### src/rtl/result_uart_tx_pkg.sv
// Shared types and constants for the classifier-result UART transmitter.
// Also holds the helper that turns a class index into its ASCII character.
package result_uart_tx_pkg;

   typedef enum logic [2:0] {
      IDLE,
      START,
      DATA,
      STOP,
      DONE
   } state_t;

   localparam logic [7:0] ASCII_ZERO = 8'h30;
   localparam logic [7:0] ASCII_Q    = 8'h3F;
   localparam logic [7:0] CR         = 8'h0D;
   localparam logic [7:0] LF         = 8'h0A;

   // Only the class index in the low nibble matters; anything above 9 prints as '?'.
   function automatic logic [7:0] digit_char(input logic [7:0] d);
      if (d[3:0] <= 4'd9) begin
         return ASCII_ZERO + {4'h0, d[3:0]};
      end else begin
         return ASCII_Q;
      end
   endfunction

endpackage

### src/rtl/baud_cnt.sv
// Bit-period divider: counts 0..BAUD_DIV-1 while enabled and flags the last
// cycle of each bit period.
module baud_cnt #(
   parameter int unsigned BAUD_DIV = 434
) (
   input  logic clk,
   input  logic rst_n,
   input  logic i_clr,
   input  logic i_en,
   output logic o_bit_tick
);

   localparam int unsigned CntW = (BAUD_DIV > 1) ? $clog2(BAUD_DIV) : 1;
   localparam logic [CntW-1:0] LastCnt = CntW'(BAUD_DIV - 1);

   logic [CntW-1:0] r_cnt;

   always_ff @(posedge clk or negedge rst_n) begin
      if (!rst_n) begin
         r_cnt <= '0;
      end else if (i_clr) begin
         r_cnt <= '0;
      end else if (i_en) begin
         r_cnt <= (r_cnt == LastCnt) ? '0 : r_cnt + 1'b1;
      end
   end

   assign o_bit_tick = i_en && (r_cnt == LastCnt);

endmodule

### src/rtl/result_uart_tx.sv
// Sends the classifier result as "<digit>\r\n" over an 8N1 UART line, then
// pulses tx_done to clear the classifier.
module result_uart_tx
   import result_uart_tx_pkg::*;
#(
   parameter int unsigned BAUD_DIV = 434
) (
   input  logic       clk,
   input  logic       rst_n,
   input  logic       rd,
   input  logic [7:0] din,
   output logic       tx,
   output logic       tx_done,
   output logic       busy
);

   state_t     r_state;
   logic       r_rd_q;
   logic       r_armed;
   logic [7:0] r_buf;
   logic [7:0] r_shift;
   logic [2:0] r_bit_cnt;
   logic [1:0] r_byte_cnt;
   logic       r_tx;
   logic       r_tx_done;
   logic       r_busy;

   logic       w_start;
   logic       w_tick;
   logic [1:0] w_next_idx;
   logic [7:0] w_next_byte;

   // r_armed blocks a trigger from an rd level that was already high at reset release.
   assign w_start = rd && !r_rd_q && r_armed && (r_state == IDLE);

   baud_cnt #(
      .BAUD_DIV(BAUD_DIV)
   ) u_baud_cnt (
      .clk       (clk),
      .rst_n     (rst_n),
      .i_clr     (r_state == IDLE),
      .i_en      (r_state != IDLE),
      .o_bit_tick(w_tick)
   );

   assign w_next_idx = r_byte_cnt + 2'd1;

   always_comb begin
      w_next_byte = LF;
      case (w_next_idx)
         2'd0:    w_next_byte = digit_char(r_buf);
         2'd1:    w_next_byte = CR;
         default: w_next_byte = LF;
      endcase
   end

   always_ff @(posedge clk or negedge rst_n) begin
      if (!rst_n) begin
         r_state    <= IDLE;
         r_rd_q     <= 1'b0;
         r_armed    <= 1'b0;
         r_buf      <= '0;
         r_shift    <= '0;
         r_bit_cnt  <= '0;
         r_byte_cnt <= '0;
         r_tx       <= 1'b1;
         r_tx_done  <= 1'b0;
         r_busy     <= 1'b0;
      end else begin
         r_rd_q  <= rd;
         r_armed <= 1'b1;
         unique case (r_state)
            IDLE: begin
               if (w_start) begin
                  r_buf      <= din;
                  r_shift    <= digit_char(din);
                  r_byte_cnt <= '0;
                  r_bit_cnt  <= '0;
                  r_tx       <= 1'b0;
                  r_busy     <= 1'b1;
                  r_state    <= START;
               end
            end
            START: begin
               if (w_tick) begin
                  r_tx      <= r_shift[0];
                  r_shift   <= {1'b0, r_shift[7:1]};
                  r_bit_cnt <= '0;
                  r_state   <= DATA;
               end
            end
            DATA: begin
               if (w_tick) begin
                  r_bit_cnt <= r_bit_cnt + 3'd1;
                  if (r_bit_cnt == 3'd7) begin
                     r_tx    <= 1'b1;
                     r_state <= STOP;
                  end else begin
                     r_tx    <= r_shift[0];
                     r_shift <= {1'b0, r_shift[7:1]};
                  end
               end
            end
            STOP: begin
               if (w_tick) begin
                  if (r_byte_cnt < 2'd2) begin
                     r_byte_cnt <= r_byte_cnt + 2'd1;
                     r_shift    <= w_next_byte;
                     r_tx       <= 1'b0;
                     r_state    <= START;
                  end else begin
                     r_tx_done <= 1'b1;
                     r_state   <= DONE;
                  end
               end
            end
            DONE: begin
               r_tx_done <= 1'b0;
               r_busy    <= 1'b0;
               r_state   <= IDLE;
            end
            default: r_state <= IDLE;
         endcase
      end
   end

   assign tx      = r_tx;
   assign tx_done = r_tx_done;
   assign busy    = r_busy;

endmodule

### config.mk
export PLATFORM = sky130hd
export DESIGN_NAME = result_uart_tx
export DESIGN_NICKNAME = d
export VERILOG_FILES = /design/src/rtl/result_uart_tx_pkg.sv /design/src/rtl/baud_cnt.sv /design/src/rtl/result_uart_tx.sv
export SDC_FILE = /design/constraint.sdc
export NUM_CORES = 1
export LEC_CHECK = 0
export CORE_MARGIN = 10
export CORE_UTILIZATION = 33
export CTS_BUF_LIST = sky130_fd_sc_hd__clkbuf_8
export DETAILED_ROUTE_END_ITERATION = 10
export PLACE_DENSITY = 0.53
export SLEW_MARGIN = 20
export SYNTH_ARGS = -nofsm -noshare
export SYNTH_HDL_FRONTEND = slang
export SYNTH_SLANG_ARGS = --single-unit
### constraint.sdc
create_clock -name clk -period 2 [get_ports clk]
set_input_delay 0.2 -clock clk [delete_from_list [all_inputs] [get_ports clk]]
set_output_delay 0.2 -clock clk [all_outputs]
set_load 0.005 [all_outputs]
### After elaboration in Yosys (flattened, before gate mapping)

Cells that the tools add are included.

| word-level totals | value |
|---|---|
| register bits after elaboration | 34 |
| output and inout bits | 3 |
| logic and storage cells | 96 |

| operators by class | value |
|---|---|
| add/sub/neg operators | 5 |
| order comparisons | 3 |
| equality and inequality tests | 15 |
| mux-type cells | 40 |
| reductions and logical operators | 22 |

Operators with widths:

| kind | number |
|---|---|
| $mux W8 | 6 |
| $pmux W8 S4 | 1 |
| $mux W3 | 9 |
| $mux W9 | 3 |
| $pmux W8 S2 | 1 |
| $add A6 B4 Y7 const A | 2 |
| $mux W7 | 2 |
| $pmux W3 S4 | 1 |
| $ne A2 B2 Y1 const B | 5 |
| $add A9 B1 Y9 const B | 1 |
| $eq A9 B9 Y1 const B | 1 |
| $mux W1 | 9 |
| $pmux W3 S3 | 1 |
| $le A4 B4 Y1 const B | 2 |
| $reduce_and A4 Y1 | 2 |
| $reduce_bool A2 Y1 | 4 |
| $reduce_and A7 Y1 | 1 |
| $eq A3 B2 Y1 const B | 2 |
| $eq A3 B3 Y1 const B | 2 |
| $mux W2 | 3 |
| $ne A2 B1 Y1 const B | 3 |
| $reduce_and A6 Y1 | 1 |
| $reduce_bool A3 Y1 | 2 |
| $reduce_and A5 Y1 | 1 |
| other kinds (15) | 20 |

### Logic depth before layout (Yosys ltp)

| logic depth | value |
|---|---|
| word-level depth | 6 |
| gate-level depth with buffers | 7 |

### Modules after synthesis

From an unflattened synthesis, not the netlist that was laid out.

| second synthesis, totals | value |
|---|---|
| cell total of the unflattened synthesis | 197 |
| area, all modules | 1989.4 um^2 |

By module, submodules not included:

| module | instances | cells each | area an instance (um^2) | sequential area each (um^2) |
|---|---|---|---|---|
| result_uart_tx | 1 | 145 | 1456.4 | 576.8 |
| baud_cnt | 1 | 52 | 533.0 | 225.2 |

### Worst setup path after synthesis

OpenSTA, ideal clock, no wires.

| path | value |
|---|---|
| kind | register to register |
| start | register u_baud_cnt.r_cnt[1] |
| end | register r_shift[1] |
| data arrival time | 1.723 ns |
| required time | 1.875 ns |
| slack | 0.153 ns |
| cell stages (with the launch flop) | 8 |
| path buffers | 1 |
| period minus slack after synthesis | 1.847 ns |
| path through | dfrtp_1 inv_1 ha_1 nand4b_1 o21ai_0 and3_1 buf_2 mux2_2 |

| on the way | value |
|---|---|
| longest elaborated chain between the ends | 4 |

RTL lines:

| element | RTL line | text |
|---|---|---|
| from (decl) | baud_cnt.sv:16 | `logic [CntW-1:0] r_cnt;` |
| from (signal assigned) | baud_cnt.sv:24 | `r_cnt <= (r_cnt == LastCnt) ? '0 : r_cnt + 1'b1;` |
| $eq A9 B9 Y1 (*) | baud_cnt.sv:28 | `assign o_bit_tick = i_en && (r_cnt == LastCnt);` |
| $logic_and A1 B1 Y1 (*) | baud_cnt.sv:28 |  |
| $ne A2 B1 Y1 (no line) | - |  |
| $reduce_and A7 Y1 (no line) (*) | - |  |
| to (signal assigned) | result_uart_tx.sv:76 | `r_shift <= digit_char(din);` |
| to (signal assigned) | result_uart_tx.sv:87 | `r_shift <= {1'b0, r_shift[7:1]};` |
| to (signal assigned) | result_uart_tx.sv:100 | `r_shift <= {1'b0, r_shift[7:1]};` |
| to (decl) | result_uart_tx.sv:21 | `logic [7:0] r_shift;` |

Every way passes the cells marked *; elsewhere a longest branch is shown, timed or not.
A chain may end at the register's enable or synchronous reset.

### Worst setup path after layout

| path | value |
|---|---|
| start | register r_byte_cnt[0] |
| end | register r_shift[3] |

| on the way | value |
|---|---|
| longest elaborated chain between the ends | 6 |

RTL lines:

| element | RTL line | text |
|---|---|---|
| from (decl) | result_uart_tx.sv:23 | `logic [1:0] r_byte_cnt;` |
| from (signal assigned) | result_uart_tx.sv:107 | `r_byte_cnt <= r_byte_cnt + 2'd1;` |
| $add A2 B1 Y2 | result_uart_tx.sv:46 | `assign w_next_idx = r_byte_cnt + 2'd1;` |
| $eq A2 B1 Y1 / $logic_not A2 Y1 (equally long branches) | result_uart_tx.sv:50 | `case (w_next_idx)` |
| $pmux W8 S2 | result_uart_tx.sv:50 |  |
| $mux W8 | result_uart_tx.sv:106 | `if (r_byte_cnt < 2'd2) begin` |
| $mux W8 | result_uart_tx.sv:105 | `if (w_tick) begin` |
| $pmux W8 S4 | result_uart_tx.sv:72 | `unique case (r_state)` |
| to (signal assigned) | result_uart_tx.sv:76 |  |
| to (signal assigned) | result_uart_tx.sv:87 |  |
| to (signal assigned) | result_uart_tx.sv:108 | `r_shift <= w_next_byte;` |

Several ways; a longest one is shown, not always the timed one. The select of a mux whose other input is x is not followed.

==> impl_metrics.csv <==
group,metric,value,unit
sta,rsz0062_at_grt,"no",
route,postRouteAntennaNets,0,
worst_setup_path,r2r_start,"r_byte_cnt[0]",
floorplan,core_area,0.00514,mm2
route,drt-vias-per-instance,5.12,
clock_tree,htreeDepth,2,
power,p_sw,256,uW
grt,antenna_found_initial,0,
worst_setup_path,r2r-end,"r_shift[3]",
sta,fmax,533,MHz
clock_tree,insertion_delay,280,ps
clock_tree,postCtsSetupBuffers,0,
worst_setup_path,cp-end-kind,"flop",
worst_setup_path,crit_required,2170,ps
power,switching_share,0.188,
sta,fin_crit_sh,0.938,
synth,ys_seq_elements,32,
clock_tree,root_buffer,"clkbuf_8",
route,first_iter_violations,97,
grt,grt_pass1_wl,6710,um
clock_tree,cts_tree,"done",
placed_design,port_buffers,9,
status,status,"complete, no violations",
synth,syn-num-nets,200,
placed_design,place_congestion,0.854,
worst_setup_path,cp.arrival,2040,ps
floorplan,initial_utilization,0.343,
finish,final_cells,282,
worst_setup_path,path_cells,"inv_1 -> ha_1 -> a2111oi_0 -> o211ai_1 -> mux2_2",
route,vias,1443,
synth,synthFlopType,"dfrtp_1",
placed_design,post-place-cells,274,
clock_tree,post_cts_resized,0,
synth,syn_area,0.00176,mm2
worst_setup_path,start_kind,"flop",
placed_design,hpwlAfterDp,3000,um
clock_tree,clockBufferDepth,2,
worst_setup_path,cp_max_fo,5,
sta,fin_worst_skew,2.28,ps
power,power_density,627,mW/mm2
finish,antenna_cells,0,
clock_tree,cts_buffers,5,
route,drtPass1Iterations,4,
synth,ys_seq_area_frac,0.455,
worst_setup_path,reg2regPathDepth,5,
power,pwr-share-seq,0.478,
finish,area_growth,22.9,%
finish,finish.utilization,0.421,
grt,grt-ovfl-total,0,
floorplan,rows,26,
power,total_power,1360,uW
synth,yosys-top-cells-count,"31 x dfrtp_1, 25 x nor2_1, 14 x a21oi_1",
floorplan,die-height,93.1,um
route,drc_errors,0,
clock_tree,hold_buffers,0,
sta,setup_viol,0,
sta,hold_violations,0,
grt,grt_pass1_vias,1356,
synth,synth.area.top_cells,"dfrtp_1 44%, nor2_1 5.3%, mux2_2 4.5%",
worst_setup_path,startpoint,"r_byte_cnt[0]",
finish,nNetsFinal,228,
floorplan,io_pins,14,
worst_setup_path,crit_type,"flop to flop",
synth,synth_top_area_frac,0.440,
power,clock_power_share,0.496,
hold_path,hp-class,"input port to async pin",
clock_tree,clkTransAtPathRegs,70,ps
route,finalWirelength,4020,um
finish,drive_above_1_share,0.184,
route,wl_per_cell,14.3,um
sta,drv_slew,0,
synth,synth_edf_count,0,
worst_setup_path,endpoint,"r_shift[3]",
sta,tightest_slew,561,ps
sta,tns,0,ps
power,power.internal,1100,uW
sta,min_period,1880,ps
power,vdd_ir_drop_max,330,uV
synth,synthDistinctLibCells,45,
power,pwr-share-comb,0.025,
synth,yosysMostFrequentCell,"dfrtp_1",
worst_setup_path,slowest_delay,550,ps
synth,async_reset_ff_frac,1.00,
sta,slew_headroom,0.616,
power,leakagePower,0.000950,uW
synth,syn_inst,183,
synth,yosys_warnings,0,
floorplan,dieArea,0.00866,mm2
grt,grt_max_degree,33,
synth,yosys.area.top_type,"dfrtp_1",
grt,grt_use_total,0.0964,
floorplan,chipWidth,93.1,um
worst_setup_path,regToRegSetupSlack,120,ps
run,max_cap_violations,0,
synth,synth_area_per_cell,9.63,um2
sta,whs,320,ps
worst_setup_path,critPathSlowestCell,"a2111oi_0",
clock_tree,clock-sinks,32,
## per-stage QoR
step / setup slack, ps / instance area [um2]
2_1_floorplan: 153 / 1760
3_3_place_gp: 133 / 2040
3_5_place_dp: 141 / 2040
4_1_cts: 118 / 2160
5_1_grt: 51.1 / 2160
6_report: 124 / 2160
## logic make-up after synthesis
kind of cell / synth area share
AOI/OAI and AO/OA: 0.188
and+or+nand+nor: 0.163
adders and majority gates: 0.0426
DFF: 0.455
muxes: 0.0618
xor gates and xnor gates: 0.0398
other: 0.00213
buffers and inverters: 0.0483
## power groups by stage
stage	Clock (uW)	Combinational, uW	Sequential (uW)
6_report	674	34.6	650
3_3_place_gp	0	36.0	662
5_1_grt	725	39.7	649
3_5_place_dp	0	36.0	662
4_1_cts	689	36.0	649
2_1_floorplan	0	5.12	662
## layout by cell type, fill, tap and decap left out, drive strengths merged, types with 2 or more instances in the layout
cell,n
nand4,2
a32oi,2
o2bb2ai,2
clkdlybuf4s50,9
a21oi,14
mux2i,3
o21ai,10
o211ai,4
dfrtp,31
ha,6
nand2,5
buf,19
nor3,4
a22o,2
clkbuf,7
nand3,8
a31oi,4
mux2,7
xnor2,7
o32ai,2
or2,2
inv,11
nor2,25
nor2b,5
a211oi,2
## worst min path at each step
stage / cells past startpoint / endpoint / slack [ps] / from
CTS: 2 / r_byte_cnt[1] / 340 / rst_n
detailed placement: 2 / r_buf[0] / 480 / r_buf[0]
finish: 2 / r_buf[3] / 320 / rst_n
global route: 2 / r_buf[3] / 350 / rst_n
global placement: 2 / r_buf[0] / 470 / r_buf[0]
floorplan: 0 / busy / -100 / rst_n
## registers in the layout, summed over array words and instances (netlist names)
name / count
u_baud_cnt.r_cnt: 9
r_shift: 6
r_buf: 4
r_bit_cnt: 3
r_state: 3
r_byte_cnt: 2
busy: 1
r_armed: 1
r_rd_q: 1
tx: 1
tx_done: 1
## per-layer routing
| metal | vias to the layer above | routed length (um) | global-route usage |
|---|---|---|---|
| li1 | 712 | - | - |
| met3 | 4 | 235 | 0.0280 |
| met5 | - | 0 | 0 |
| met2 | 30 | 1770 | 0.138 |
| met4 | 0 | 68 | 0.0386 |
| met1 | 697 | 1950 | 0.132 |
## layout make-up
type	count	area, um2
fillers	551	2980
inverters	11	41.3
clock buffers	7	96.3
flip-flops and latches	32	802
well taps	70	87.6
multi-input cells	133	875
clock inverters	1	30.0
repair buffers	28	233
## worst max-delay path, delay by kind of cell, from the launching register on
kind,cells,cell delay [ps]
compound gates,2,720
mux,1,280
fa+ha+maj,1,300
flops,1,410
buf+inv,1,60
(Power assumes the default switching activity.)
